File: config.mk
export PLATFORM = sky130hd
export DESIGN_NAME = lcd_rect_fill_seq
export DESIGN_NICKNAME = d
export VERILOG_FILES = /design/src/rtl/lcd_gfx_pkg.sv /design/src/rtl/lcd_rect_clip.sv /design/src/rtl/lcd_rect_fill_seq.sv
export SDC_FILE = /design/constraint.sdc
export NUM_CORES = 1
export LEC_CHECK = 0
export CORE_UTILIZATION = 48
export CTS_BUF_LIST = sky130_fd_sc_hd__clkbuf_8
export DETAILED_ROUTE_END_ITERATION = 7
export GPL_TIMING_DRIVEN = 0
export MAX_ROUTING_LAYER = met4
export PLACE_DENSITY_LB_ADDON = 0.05
export SLEW_MARGIN = 10
export SYNTH_ARGS = -nofsm -noshare
export SYNTH_HDL_FRONTEND = slang
export SYNTH_SLANG_ARGS = --single-unit
File: constraint.sdc
create_clock -name clk_i -period 3.6 [get_ports clk_i]
set_input_delay 0.72 -clock clk_i [delete_from_list [all_inputs] [get_ports clk_i]]
set_output_delay 0.72 -clock clk_i [all_outputs]
set_load 0.005 [all_outputs]
File: src/rtl/lcd_gfx_pkg.sv
// Shared LCD graphics definitions: span-word field layout, sequencer state
// encoding and the span-word pack helper used by producer and consumer.
package lcd_gfx_pkg;

   localparam int SPAN_ADDR_LSB  = 0;
   localparam int SPAN_ADDR_W    = 18;
   localparam int SPAN_COUNT_LSB = 18;
   localparam int SPAN_COUNT_W   = 10;
   localparam int SPAN_PAGE_LSB  = 28;
   localparam int SPAN_PAGE_W    = 2;
   localparam int SPAN_PIXEL_BIT = 30;

   typedef enum logic [1:0] {
      ST_IDLE  = 2'd0,
      ST_SETUP = 2'd1,
      ST_EMIT  = 2'd2,
      ST_DONE  = 2'd3
   } seq_state_e;

   function automatic logic [31:0] pack_span(
      input logic                    pixel,
      input logic [SPAN_PAGE_W-1:0]  page,
      input logic [SPAN_COUNT_W-1:0] count,
      input logic [SPAN_ADDR_W-1:0]  addr
   );
      logic [31:0] span;
      span = '0;
      span[SPAN_ADDR_LSB  +: SPAN_ADDR_W]  = addr;
      span[SPAN_COUNT_LSB +: SPAN_COUNT_W] = count;
      span[SPAN_PAGE_LSB  +: SPAN_PAGE_W]  = page;
      span[SPAN_PIXEL_BIT]                 = pixel;
      return span;
   endfunction

endpackage

File: src/rtl/lcd_rect_clip.sv
// Combinational clipping of a fill rectangle to the visible screen.
// Clipping is enabled by defining LCD_RECT_FILL_CLIP_EN; otherwise w/h pass through.
module lcd_rect_clip #(
   parameter int g_h_pixels = 320,
   parameter int g_v_pixels = 240
) (
   input  logic [9:0] x_i,
   input  logic [9:0] y_i,
   input  logic [9:0] w_i,
   input  logic [9:0] h_i,
   output logic [9:0] ew_o,
   output logic [9:0] eh_o
);

`ifdef LCD_RECT_FILL_CLIP_EN
   localparam bit CLIP_EN = 1'b1;
`else
   localparam bit CLIP_EN = 1'b0;
`endif

   localparam logic [10:0] H_LIM = 11'(g_h_pixels);
   localparam logic [10:0] V_LIM = 11'(g_v_pixels);

   logic [10:0] x_end;
   logic [10:0] y_end;

   always_comb begin
      // NOTE: outputs get a default before any branch so no latch is inferred.
      ew_o  = w_i;
      eh_o  = h_i;
      x_end = {1'b0, x_i} + {1'b0, w_i};
      y_end = {1'b0, y_i} + {1'b0, h_i};
      if (CLIP_EN) begin
         if ({1'b0, x_i} >= H_LIM || {1'b0, y_i} >= V_LIM) begin
            ew_o = '0;
            eh_o = '0;
         end else begin
            if (x_end > H_LIM) ew_o = 10'(H_LIM - {1'b0, x_i});
            if (y_end > V_LIM) eh_o = 10'(V_LIM - {1'b0, y_i});
         end
      end
   end

endmodule

File: src/rtl/lcd_rect_fill_seq.sv
// Rectangle-fill sequencer: turns one fill command into one span word per row
// for the LCD pixel FIFO. Optional clipping via LCD_RECT_FILL_CLIP_EN.
module lcd_rect_fill_seq
   import lcd_gfx_pkg::*;
#(
   parameter int g_h_pixels   = 320,
   parameter int g_v_pixels   = 240,
   parameter int g_addr_width = 18
) (
   input  logic        clk_i,
   input  logic        rst_i,
   input  logic        cmd_valid_i,
   output logic        cmd_ready_o,
   input  logic [9:0]  cmd_x_i,
   input  logic [9:0]  cmd_y_i,
   input  logic [9:0]  cmd_w_i,
   input  logic [9:0]  cmd_h_i,
   input  logic [1:0]  cmd_page_i,
   input  logic        cmd_pixel_i,
   output logic        pfifo_we_o,
   output logic [31:0] pfifo_data_o,
   input  logic        pfifo_full_i,
   output logic        busy_o,
   output logic        done_o
);

   localparam logic [g_addr_width-1:0] ROW_STRIDE = g_addr_width'(g_h_pixels);

   seq_state_e              state_q, state_d;
   logic [9:0]              x_q, x_d, y_q, y_d, w_q, w_d, h_q, h_d;
   logic [1:0]              page_q, page_d;
   logic                    pixel_q, pixel_d;
   logic [9:0]              ew_q, ew_d, rows_q, rows_d;
   logic [g_addr_width-1:0] addr_q, addr_d, base_addr;
   logic [9:0]              ew_c, eh_c;

   lcd_rect_clip #(
      .g_h_pixels (g_h_pixels),
      .g_v_pixels (g_v_pixels)
   ) u_clip (
      .x_i  (x_q),
      .y_i  (y_q),
      .w_i  (w_q),
      .h_i  (h_q),
      .ew_o (ew_c),
      .eh_o (eh_c)
   );

   // Write strobe stays combinational so a full FIFO is never written.
   assign pfifo_we_o   = (state_q == ST_EMIT) && !pfifo_full_i;
   assign pfifo_data_o = pack_span(pixel_q, page_q, ew_q, SPAN_ADDR_W'(addr_q));
   assign cmd_ready_o  = (state_q == ST_IDLE);
   assign busy_o       = (state_q != ST_IDLE);
   assign done_o       = (state_q == ST_DONE);

   always_comb begin
      state_d   = state_q;
      x_d       = x_q;
      y_d       = y_q;
      w_d       = w_q;
      h_d       = h_q;
      page_d    = page_q;
      pixel_d   = pixel_q;
      ew_d      = ew_q;
      rows_d    = rows_q;
      addr_d    = addr_q;
      base_addr = g_addr_width'(y_q) * ROW_STRIDE + g_addr_width'(x_q);
      case (state_q)
         ST_IDLE: begin
            if (cmd_valid_i) begin
               x_d     = cmd_x_i;
               y_d     = cmd_y_i;
               w_d     = cmd_w_i;
               h_d     = cmd_h_i;
               page_d  = cmd_page_i;
               pixel_d = cmd_pixel_i;
               state_d = ST_SETUP;
            end
         end
         ST_SETUP: begin
            ew_d    = ew_c;
            rows_d  = eh_c;
            addr_d  = base_addr;
            state_d = (ew_c == '0 || eh_c == '0) ? ST_DONE : ST_EMIT;
         end
         ST_EMIT: begin
            if (pfifo_we_o) begin
               addr_d = addr_q + ROW_STRIDE;
               rows_d = rows_q - 10'd1;
               if (rows_q == 10'd1) state_d = ST_DONE;
            end
         end
         default: state_d = ST_IDLE;
      endcase
   end

   always_ff @(posedge clk_i) begin
      // NOTE: sequential state uses non-blocking assignments; reset is synchronous.
      if (rst_i) begin
         state_q <= ST_IDLE;
         x_q     <= '0;
         y_q     <= '0;
         w_q     <= '0;
         h_q     <= '0;
         page_q  <= '0;
         pixel_q <= 1'b0;
         ew_q    <= '0;
         rows_q  <= '0;
         addr_q  <= '0;
      end else begin
         state_q <= state_d;
         x_q     <= x_d;
         y_q     <= y_d;
         w_q     <= w_d;
         h_q     <= h_d;
         page_q  <= page_d;
         pixel_q <= pixel_d;
         ew_q    <= ew_d;
         rows_q  <= rows_d;
         addr_q  <= addr_d;
      end
   end

endmodule

==> results.sh <==
export IMPL_outcome="completed"
export IMPL_synth_area_um2=4340
export IMPL_ctsHoldBuffers=0
export IMPL_syn_to_final_growth_pct=26.0
export IMPL_critical_path_max_fanout=10
export IMPL_cts_inserted_buffers=9
export IMPL_cts_max_path_buffers=2
export IMPL_worst_setup_path_start_kind="input pin"
export IMPL_ir_drop_v=0.000285
export IMPL_cap_violations=0
export IMPL_tns_ns=0
export IMPL_coreArea_um2=8720
export IMPL_track_usage_pct=25.8
export IMPL_async_reset_ff_share_pct=0
export IMPL_gp_congestion=0.847
export IMPL_tightestPinTransition_ns=0.869
export IMPL_switching_share_pct=41.9
export IMPL_fin_crit_ns=3.24
export IMPL_grt_overflow=0
export IMPL_cp_arrival_ns=2.52
export IMPL_synth_avg_cell_area_um2=7.87
export IMPL_wl_per_cell_um=15.3
export IMPL_vias_per_cell=5.48
export IMPL_use_met1_pct=33.7
export IMPL_dp_hpwl_mm=8.62
export IMPL_drt_iter0_drc=183
export IMPL_synth_seq_area_share_pct=38.2
export IMPL_slew_headroom_pct=41.3
export IMPL_nets=721
export IMPL_ys_ff_latch=83
export IMPL_synth_ff_type="dfxtp_1"
export IMPL_syn_nets=629
export IMPL_yosysTopAreaCellShare_pct=38.2
export IMPL_cts_tree="built"
export IMPL_combPwrFrac_pct=46.4
export IMPL_p_int_mw=2.11
export IMPL_start_util_pct=49.8
export IMPL_setup_ws_ns=0.361
export IMPL_clock_fmax_mhz=309
export IMPL_ys_top_cells_by_area="dfxtp_1 (38%), nand2_1 (10%), a21oi_1 (9.6%)"
export IMPL_clockPowerShare_pct=17.5
export IMPL_final_setup_skew_ns=0.00634
export IMPL_io_buffers=81
export IMPL_grtUsageMet2_pct=39.2
export IMPL_vias=4151
export IMPL_die_x_um=97.1
export IMPL_drv_slew=0
export IMPL_finalHoldViolCount=0
export IMPL_grt_pass1_wl_mm=18.9
export IMPL_synth_distinct_cells=52
export IMPL_postRouteAntennaNets=0
export IMPL_row_count=34
export IMPL_critical_path_class="in -> out"
export IMPL_clk_pin_slew_worst_paths_ns=0.08
export IMPL_clk_latency_ns=0.36
export IMPL_cts_setup_buffers=0
export IMPL_cts_root_buffer="clkbuf_8"
export IMPL_drt_total_wl_mm=11.6
export IMPL_yosysTopAreaCell="dfxtp_1"
export IMPL_insertedDiodeCount=0
export IMPL_power_density_nw_per_um2=665
export IMPL_h_tree_depth=3
export IMPL_synthCells=552
export IMPL_die_area_um2=9440
export IMPL_die_h_um=97.1
export IMPL_required_ns=2.88
export IMPL_ys_warnings_count=0
export IMPL_post_route_drc_count=0
export IMPL_grt_max_degree=17
export IMPL_cts_sinks=83
export IMPL_synth_edf_count=0
export IMPL_hold_path_class="reg -> reg"
export IMPL_leakage_nw=2.10
export IMPL_grt_busiest_layer="met2"
export IMPL_rsz0062_at_grt="no"
export IMPL_setup_viol=0
export IMPL_fin_crit_sh_pct=90.0
export IMPL_drtPass1Iterations=7
export IMPL_p_seq_share_pct=36.1
export IMPL_io_pins=83
export IMPL_grt_pass1_vias=3891
export IMPL_antenna_found_initial=0
export IMPL_post_cts_resized=0
export IMPL_grt_use_met3_pct=5.04
export IMPL_drive_above_1_share_pct=4.16
export IMPL_cp_end_kind="primary output"
export IMPL_p_switching_mw=1.52
export IMPL_fin_hold_ws_ns=0.458
export IMPL_pre_cts_ws_ns=0.387
-- worst max-delay path, stage by stage --
cell,delay [ns]
clkdlybuf4s50_1,0.53
nand2b_1,0.24
inv_1,0.08
clkbuf_1,0.36
clkdlybuf4s50_1,0.59
-- kinds of logic (layout without fill, tap and decap cells) --
group | Yosys count | after routing | share of synthesized area [%]
xor gates and xnor gates | 13 | 13 | 2.94
muxes | 13 | 13 | 3.00
adders and majority gates | 30 | 30 | 8.99
buffers and inverters | 46 | 143 | 4.32
and+or+nand+nor | 227 | 227 | 24.1
AOI/OAI and AO/OA | 139 | 139 | 18.3
DFF | 83 | 83 | 38.2
other | 1 | 1 | 0.0863
-- synth_stat cells, types with 3 or more instances --
| library cell | n |
|---|---|
| or3_1 | 3 |
| ha_1 | 28 |
| xor2_1 | 3 |
| nand3b_1 | 9 |
| a21oi_1 | 83 |
| xnor2_1 | 9 |
| a21o_1 | 3 |
| nand2b_1 | 11 |
| dfxtp_1 | 83 |
| clkbuf_1 | 24 |
| a211oi_1 | 10 |
| buf_1 | 6 |
| nand2_1 | 116 |
| inv_1 | 13 |
| nand3_1 | 15 |
| nor3_1 | 8 |
| o21ai_0 | 19 |
| a31oi_1 | 4 |
| nor4_1 | 5 |
| mux2i_1 | 13 |
| nor2b_1 | 3 |
| nor2_1 | 43 |
-- worst paths after layout --
path	depth (start not counted)	endpoint	slack, ns	start
setup / recovery	5	pfifo_we_o	0.36	pfifo_full_i
hold / removal	2	x_q[3]	0.46	x_q[3]
setup reg to reg	10	addr_q[17]	0.57	y_q[1]
hold reg to reg	2	x_q[3]	0.46	x_q[3]
-- metrics by stage --
step	utilization (%)	cell area [um2]	power, mW	std cells
after floorplan	-	4340	2.42	552
after global placement	60.7	5290	2.96	741
after detailed placement	60.7	5290	3.00	741
after CTS	62.8	5470	3.65	757
after global routing	62.8	5470	3.90	757
final	62.8	5470	3.64	757
-- layout by cell type, fill, tap and decap left out, drive strengths merged, types with 13 or more instances in the layout --
| cell | Yosys | routed |
|---|---|---|
| a21oi | 84 | 84 |
| nand2 | 117 | 117 |
| mux2i | 13 | 13 |
| inv | 13 | 17 |
| clkbuf | 24 | 33 |
| clkdlybuf4s50 | 0 | 81 |
| nand3 | 15 | 15 |
| o21ai | 19 | 19 |
| dfxtp | 83 | 83 |
| nor2 | 43 | 43 |
| ha | 28 | 28 |
-- state kept, by name (all words and copies together) (netlist names) --
| signal | count |
|---|---|
| addr_q | 18 |
| ew_q | 10 |
| h_q | 10 |
| page_q | 2 |
| pixel_q | 1 |
| rows_q | 10 |
| state_q | 2 |
| w_q | 10 |
| x_q | 10 |
| y_q | 10 |
-- power groups by stage --
stage / clock, mW / sequential (mW) / combinational (mW)
2_1_floorplan: 0 / 1.28 / 1.14
3_3_place_gp: 0 / 1.32 / 1.64
3_5_place_dp: 0 / 1.33 / 1.68
4_1_cts: 0.649 / 1.31 / 1.69
5_1_grt: 0.688 / 1.34 / 1.88
6_report: 0.638 / 1.31 / 1.69
-- layer usage --
metal	share of wire, %	wire length [um]	vias to the layer above
met5	0	0	-
met4	2.1	241	0
met1	47	5450	1905
met2	44	5130	134
met3	6.4	738	22
li1	-	-	2090
-- final cells by class --
type | instances | area [um2]
Multi-Input combinational cell | 423 | 2490
Sequential cell | 83 | 1660
Clock inverter | 7 | 58.8
Buffer | 33 | 139
Clock buffer | 9 | 124
Fill cell | 800 | 3250
Tap cell | 108 | 135
Inverter | 13 | 48.8
Timing Repair Buffer | 81 | 811
(Power assumes the default switching activity.)
